$ cat src/rtl/nibble_add_unit.sv
`default_nettype none
// ============================================================================
//  Module      : nibble_add_unit
//  Description : Unsigned WIDTH-bit ripple-carry adder with a zero-latency
//                (WIDTH+1)-bit sum/carry output, plus registered sum, carry
//                and valid outputs. Optional saturating carry-event counter
//                enabled with macro NIBBLE_ADD_CARRY_CNT_EN.
//  Revision    : 1.0 - initial release
// ============================================================================
module nibble_add_unit #(
    parameter int WIDTH = 4
) (
    input  logic             clk,
    input  logic             rst,
    input  logic [WIDTH-1:0] x,
    input  logic [WIDTH-1:0] y,
    input  logic             en,
    output logic [WIDTH:0]   sum,
    output logic             cout,
    output logic [WIDTH:0]   sum_q,
    output logic             cout_q,
    output logic             valid_q,
    output logic [7:0]       carry_cnt
);

    // Carry chain: w_c[i] is the carry into bit i; w_c[0] is tied low.
    logic [WIDTH:0]   w_c;
    logic [WIDTH-1:0] w_s;

    logic [WIDTH:0]   r_sum_q;
    logic             r_cout_q;
    logic             r_valid_q;

    assign w_c[0] = 1'b0;

    generate
        for (genvar i = 0; i < WIDTH; i++) begin : g_fa
            // Full-adder cell: sum bit is the 3-input XOR, carry is majority.
            assign w_s[i]   = x[i] ^ y[i] ^ w_c[i];
            assign w_c[i+1] = (x[i] & y[i]) | (x[i] & w_c[i]) | (y[i] & w_c[i]);
        end
    endgenerate

    // Final carry becomes the top sum bit, so the result never wraps.
    assign sum  = {w_c[WIDTH], w_s};
    assign cout = w_c[WIDTH];

    // Capture sum/carry when enabled; valid tracks the enable one cycle late.
    always_ff @(posedge clk or posedge rst) begin
        if (rst) begin
            r_sum_q   <= '0;
            r_cout_q  <= 1'b0;
            r_valid_q <= 1'b0;
        end else begin
            if (en) begin
                r_sum_q  <= sum;
                r_cout_q <= cout;
            end
            r_valid_q <= en;
        end
    end

    assign sum_q   = r_sum_q;
    assign cout_q  = r_cout_q;
    assign valid_q = r_valid_q;

`ifdef NIBBLE_ADD_CARRY_CNT_EN
    logic [7:0] r_carry_cnt;

    // Count enabled cycles that produce a carry, saturating at all-ones.
    always_ff @(posedge clk or posedge rst) begin
        if (rst) begin
            r_carry_cnt <= 8'h00;
        end else if (en && cout && (r_carry_cnt != 8'hFF)) begin
            r_carry_cnt <= r_carry_cnt + 8'h01;
        end
    end

    assign carry_cnt = r_carry_cnt;
`else
    assign carry_cnt = 8'h00;
`endif

endmodule
`default_nettype wire

$ cat config.mk
export PLATFORM = sky130hd
export DESIGN_NAME = nibble_add_unit
export DESIGN_NICKNAME = d
export VERILOG_FILES = /design/src/rtl/nibble_add_unit.sv
export SDC_FILE = /design/constraint.sdc
export NUM_CORES = 1
export LEC_CHECK = 0
export ABC_AREA = 1
export CAP_MARGIN = 10
export CORE_AREA = 2 2 39 41
export CTS_CLUSTER_SIZE = 8
export DETAILED_ROUTE_END_ITERATION = 16
export DIE_AREA = 0 0 41 43
export GPL_ROUTABILITY_DRIVEN = 1
export PLACE_DENSITY = 0.74
export SKIP_CTS_REPAIR_TIMING = 1
export SYNTH_ARGS = -nofsm -noshare
export SYNTH_HDL_FRONTEND = slang
export SYNTH_SLANG_ARGS = --single-unit
export TNS_END_PERCENT = 50
$ cat constraint.sdc
create_clock -name clk -period 3.41 [get_ports clk]
set_clock_uncertainty 0.2 [all_clocks]
set_input_delay 0.8525 -clock clk [delete_from_list [all_inputs] [get_ports clk]]
set_output_delay 0.8525 -clock clk [all_outputs]
set_load 0.01 [all_outputs]
# Word level (Yosys, flattened, before mapping)

Cells that the tools add are included.

Register bits after elaboration: 7
Output and inout port bits: 21
Input bits: 11

Bitwise gates (word level): 23

Operators by type and width:

| operator          | count |
|---|---|
| bitwise AND 1 bit | 10 |
| XOR 1 bit         | 7 |
| OR 1 bit          | 6 |

# Longest topological paths before layout

Gate-level depths: netlist of the first run.

Word-level depth: 10
Mapped depth: 8
Gate-level depth less buffers: 8

# Worst setup path before layout of the first run

No wires, ideal clock.

Path kind: input -> output
Start point: input y[0]
End point: output sum[3]
Setup slack: 0.021 ns
Arrival time: 2.337 ns
Cell stages on the path: 6
Path through: ha_1 > fa_1 > fa_1 > inv_1 > fa_1 > inv_1

Longest elaborated chain between the ends: 8
Elaborated cells on any way between the ends: 10

RTL lines:

| what                  | RTL line | text |
|---|---|---|
| start: declaration    | 16       | `input logic [WIDTH-1:0] y,` |
| bitwise AND 1 bit (*) | 40       | `assign w_c[i+1] = (x[i] & y[i]) \| (x[i] & w_c[i]) \| (y[i] & w_c[i]);` |
| bitwise AND 1 bit     | 40       |  |
| OR 1 bit              | 40       |  |
| OR 1 bit (*)          | 40       |  |
| bitwise AND 1 bit     | 40       |  |
| OR 1 bit              | 40       |  |
| OR 1 bit (*)          | 40       |  |
| XOR 1 bit (*)         | 39       | `assign w_s[i] = x[i] ^ y[i] ^ w_c[i];` |
| end: declaration      | 18       | `output logic [WIDTH:0] sum,` |

Every way passes the cells marked *; elsewhere a longest branch is shown, timed or not.

# Worst setup path in the final report of the first run

Start point: input x[0]
End point: output sum[3]

Longest elaborated chain between the ends: 8
Elaborated cells on any way between the ends: 10

RTL lines:

| what                  | RTL line | text |
|---|---|---|
| start: declaration    | 15       | `input logic [WIDTH-1:0] x,` |
| bitwise AND 1 bit (*) | 40       |  |
| bitwise AND 1 bit     | 40       |  |
| OR 1 bit              | 40       |  |
| OR 1 bit (*)          | 40       |  |
| bitwise AND 1 bit     | 40       |  |
| OR 1 bit              | 40       |  |
| OR 1 bit (*)          | 40       |  |
| XOR 1 bit (*)         | 39       |  |

Marks and branches as above.

==> metrics.cfg, run 1 <==
[status]
status=finished, violations left
violations=negative setup slack

[floorplanning]
dieArea_um2=1760
die_h_um=43
die_w_um=41
num_rows=14
io_pins=32
start_util_pct=27.8
core-area_um2=1380

[route]
wl_met1_um=266
wl_met2_um=380
vias=328
dr.max_layer_used=met4
ant_nets=0
drt_wl_total_um=759
first_pass_iters=4
routedWlPerCell_um=9.04
drcViolationCount=0
met3_wirelength_um=60
vias_per_cell=3.90
drtIter0Drc=3

[synth]
ys_ff_latch=6
syn_area_um2=384
ys_warn_count=0
ys_types=8
seq_area_frac_synth_pct=39.1
syn_area_per_cell_um2=8.93
synthCells=43

[timing]
fin_ws_ps=-127
finalMaxSlewViolations=0
final.min_clock_period_ps=3540
timing.setup.tns_ps=-127
hold_violations=0
rsz0062_at_grt=true
period_share_pct=104
fmax_mhz=283
setup_viol=1

[min_path]
min_path_cells=2
hp-class=flip-flop to flip-flop
min_from=sum_q[2]
whs_endpoint=sum_q[2]

[placement]
hpwl_um=618
place_congestion=0.666
io_buffers=23

[critical_path]
r2r_cells=2
cp_slowest_cell=fa_1
worst_ep_arrival_time_ps=2480
cpPeakStageDelay_ps=420
path_cells=buf_8 > ha_4 > fa_2 > fa_2 > inv_2 > fa_1 > inv_2 > buf_6
worstReg2RegEnd=cout_q
critical_path_buf_inv_count=4
cp.required_ps=2360
critPathKind=input pin to output port
critical_path.max_fanout=2
r2r_start=cout_q
cp_top_family=adder cells
crit_path_end_kind=output port
start_kind=input pin
r2r_slack_ps=2600
cp-startpoint=x[0]

[grt]
grt_pass1_wl_um=1160
grt_pass1_vias=302
grtUsageTotal_pct=10.9
grt_start_max_net_pins=8
antenna_found_initial=0
overflow=0

[power]
switching_power_uw=71.5
cellLeakagePower_uw=0.000353
p_per_area_nw_per_um2=387
seqPwrFrac_pct=34.4
power_frac_clock_pct=25.9
p_int_uw=178
switching_share_pct=28.6
p_comb_share_pct=39.7
finalPower_uw=250
ir_drop_mv=0.131

[final_layout]
n_antenna_cell=0
layout_common_cells=nand2_1 (15), clkdlybuf4s50_1 (15), conb_1 (8), dfrtp_1 (6), inv_1 (4)
drive_gt1_share_pct=23.5
nNetsFinal=85
area_growth_syn_to_layout_pct=68.1

[clock_network]
cts_root_buf=clkbuf_4
cts.reportedPaths.clkPinSlew_ps=40
clk_latency_ps=240
tritoncts=yes
numCtsBuffers=3
cts_max_level=1
clock-sinks=6
clockBufferDepth=2

[run]
maxCapViolations=0

## state kept, by name, summed over array words and instances (netlist names)
register,cells
valid_q,1
sum_q,4
cout_q,1
## cell families after synthesis
family,synth area share [%]
flops,39.1
buf+inv,26.4
fa+ha+maj,18.9
simple gates,14.7
other cells,0.976
## cells in the mapped netlist, drive strengths merged
master  instances  area, um2
nand2          15       56.3
buf            10       75.1
inv             7       26.3
dfrtp           6        150
fa              3       60.1
conb            1       3.75
ha              1       12.5
## worst min-delay path: cells and delay by family (launching register included)
kind,cells,cell delay (ps)
DFF,1,340
and+or+nand+nor,2,100
## per-stage QoR
step           hold slack (ps)  worst slack [ps]  std cells  utilization [%]  instance area [um2]
3_3_place_gp               259              -928         81             43.4                  601
5_1_grt                    290              -204         84             46.7                  646
4_1_cts                    277              -973         84             45.0                  623
2_1_floorplan              306              20.8         50                -                  410
3_5_place_dp               266              -975         81             43.4                  601
6_report                   269              -127         84             46.7                  646
## layer usage
| metal | up-vias | global-route usage, % |
|---|---|---|
| met2 | 26 | 13.8 |
| met1 | 142 | 10.9 |
| met4 | 0 | 16.0 |
| met3 | 5 | 3.66 |
| li1 | 155 | - |
| met5 | - | 0 |
## worst max-delay path by stage
stage | endpoint | slack (ps) | cells after the start
after floorplan | sum[3] | 20 | 6
after global placement | sum[3] | -930 | 8
after detailed placement | sum[3] | -970 | 8
after CTS | sum[3] | -970 | 8
after global routing | sum[3] | -200 | 8
final | sum[3] | -130 | 8
## power by group through the flow
| stage | Clock, uW | Sequential [uW] | Combinational, uW |
|---|---|---|---|
| floorplan | 0 | 91.4 | 41.8 |
| finish | 64.6 | 85.9 | 99.2 |
| global placement | 0 | 86.9 | 96.2 |
| CTS | 68.9 | 86.2 | 98.9 |
| detailed placement | 0 | 87.2 | 98.4 |
| global route | 75.1 | 86.8 | 111 |
## layout make-up
type / instances / area, um2
Inverter: 7 / 26.3
Fill cell: 142 / 738
Clock buffer: 3 / 22.5
Sequential cell: 6 / 150
Multi-Input combinational cell: 27 / 176
Tap cell: 16 / 20.0
Timing Repair Buffer: 25 / 250
No activity file was read; power rests on OpenSTA's default activity.
==> run 2, diff against run 1 <==
Settings changed: HOLD_SLACK_MARGIN from default to 0.08, TNS_END_PERCENT 50 to default.
==> results of run 2 <==
Final layout, timing and power as in run 1 (identical DEF).
==> run 3, diff against run 2 <==
Settings changed: PLACE_DENSITY 0.74 to 0.73, SLEW_MARGIN from default to 5.
==> run 3 against run 2 <==
Effect of this change:
- the run still ends with negative setup slack left
- sequential power increased by 0.6%
- worst hold slack about the same
- first-iteration DRC count increased by 67%
- routed wire length decreased by 8.6%
- critical path depth unchanged
- register-to-register slack about the same
- critical endpoint unchanged
- largest cell class unchanged
==> metrics.cfg, run 3 (synthesis gave the netlist of run 1 again) <==
[timing]
period_share_pct=103
timing.setup.tns_ps=-113
setup_viol=1
rsz0062_at_grt=true
fmax_mhz=284
hold_ws_ps=269
final.min_clock_period_ps=3520
finalMaxSlewViolations=0
fin_ws_ps=-113
hold_violations=0

[placement]
io_buffers=23
place_congestion=0.644

[route]
vias=313
drt_wl_total_um=694
vias_per_cell=3.73
ant_nets=0
drtIter0Drc=5
routedWlPerCell_um=8.26
first_pass_iters=5
drcViolationCount=0

[final_layout]
nNetsFinal=85
area_growth_syn_to_layout_pct=69.4
drive_gt1_share_pct=19.1
largest_reg_flops=4
n_antenna_cell=0
utilization_pct=47.0
fillCellCount=132
layout_common_cells=nand2_1 (15), clkdlybuf4s50_1 (15), conb_1 (8), dfrtp_1 (6)

[clock_network]
cts_root_buf=clkbuf_4
clk_latency_ps=240
clock-sinks=6
tritoncts=yes
numCtsBuffers=3
cts_max_level=1
clockBufferDepth=2
cts.reportedPaths.clkPinSlew_ps=40

[min_path]
hp-class=flip-flop to flip-flop

[critical_path]
path_cells=buf_6 > ha_4 > fa_2 > fa_2 > inv_2 > fa_1 > inv_1 > buf_2
cpPeakStageDelay_ps=400
start_kind=input pin
critical_path.max_fanout=2
cp.required_ps=2360
crit_top_cell=fa_2
critPathKind=input pin to output port
cp_slowest_cell=fa_1
worst_ep_arrival_time_ps=2470
crit_path_end_kind=output port

[grt]
grt_pass1_vias=288
overflow=0
grtUsageTotal_pct=9.05
antenna_found_initial=0
grt_pass1_wl_um=1030
grt_start_max_net_pins=8

[floorplanning]
die_w_um=41
core-area_um2=1380
num_rows=14
dieArea_um2=1760
io_pins=32
start_util_pct=27.8
die_h_um=43

[power]
p_per_area_nw_per_um2=378
ir_drop_mv=0.116
cellLeakagePower_uw=0.000369

[status]
status=finished, violations left
violations=negative setup slack

[run]
maxCapViolations=0

run 3: per-stage QoR:
step	worst slack, ps	cells	area, um2	total power (uW)
3_3_place_gp	-932	81	601	183
3_5_place_dp	-931	81	601	184
6_report	-113	84	651	246
5_1_grt	-191	84	651	265
2_1_floorplan	20.8	50	410	133
4_1_cts	-931	84	623	250
run 3: worst max-delay path, delay by kind of cell:
| family | cells | cell delay, ps |
|---|---|---|
| adders and majority gates | 4 | 1270 |
| buffers and inverters | 4 | 360 |
run 3: path summary, 6_finish.rpt:
check                           startpoint       end  slack [ps]  depth (start not counted)
worst min register to register    sum_q[1]  sum_q[1]         270                          2
worst max register to register      cout_q    cout_q        2600                          2
max in group asynchronous              rst  sum_q[1]        2210                          2
worst min-delay path              sum_q[1]  sum_q[1]         270                          2
min in group asynchronous              rst   valid_q         620                          2
worst max-delay path                  x[0]    sum[3]        -110                          8
run 3: final cells by class:
cell class / count / area [um2] / share of cell area, %
tap: 16 / 20.0 / 3.08
inverter: 7 / 26.3 / 4.04
clock buffer: 3 / 22.5 / 3.46
timing repair buffer: 25 / 255 / 39.2
sequential: 6 / 150 / 23.1
multi-input combinational: 27 / 176 / 27.1
run 3: metal layers:
metal	wire (um)	GRT usage (%)	up-vias	share of wire [%]
met3	88	1.57	0	13
met5	0	0	-	0
met2	331	11.3	24	48
li1	-	-	155	-
met1	274	10.7	134	39
met4	0	12.0	0	0
run 3: power breakdown:
group | total (uW) | leakage (uW) | internal, uW | switching, uW
registers | 86.4 | 0.0000726 | 80.9 | 5.48
clock network | 64.5 | 0.0000138 | 39.8 | 24.7
logic | 95.2 | 0.000283 | 55.0 | 40.1
total | 246 | 0.000369 | 176 | 70.4
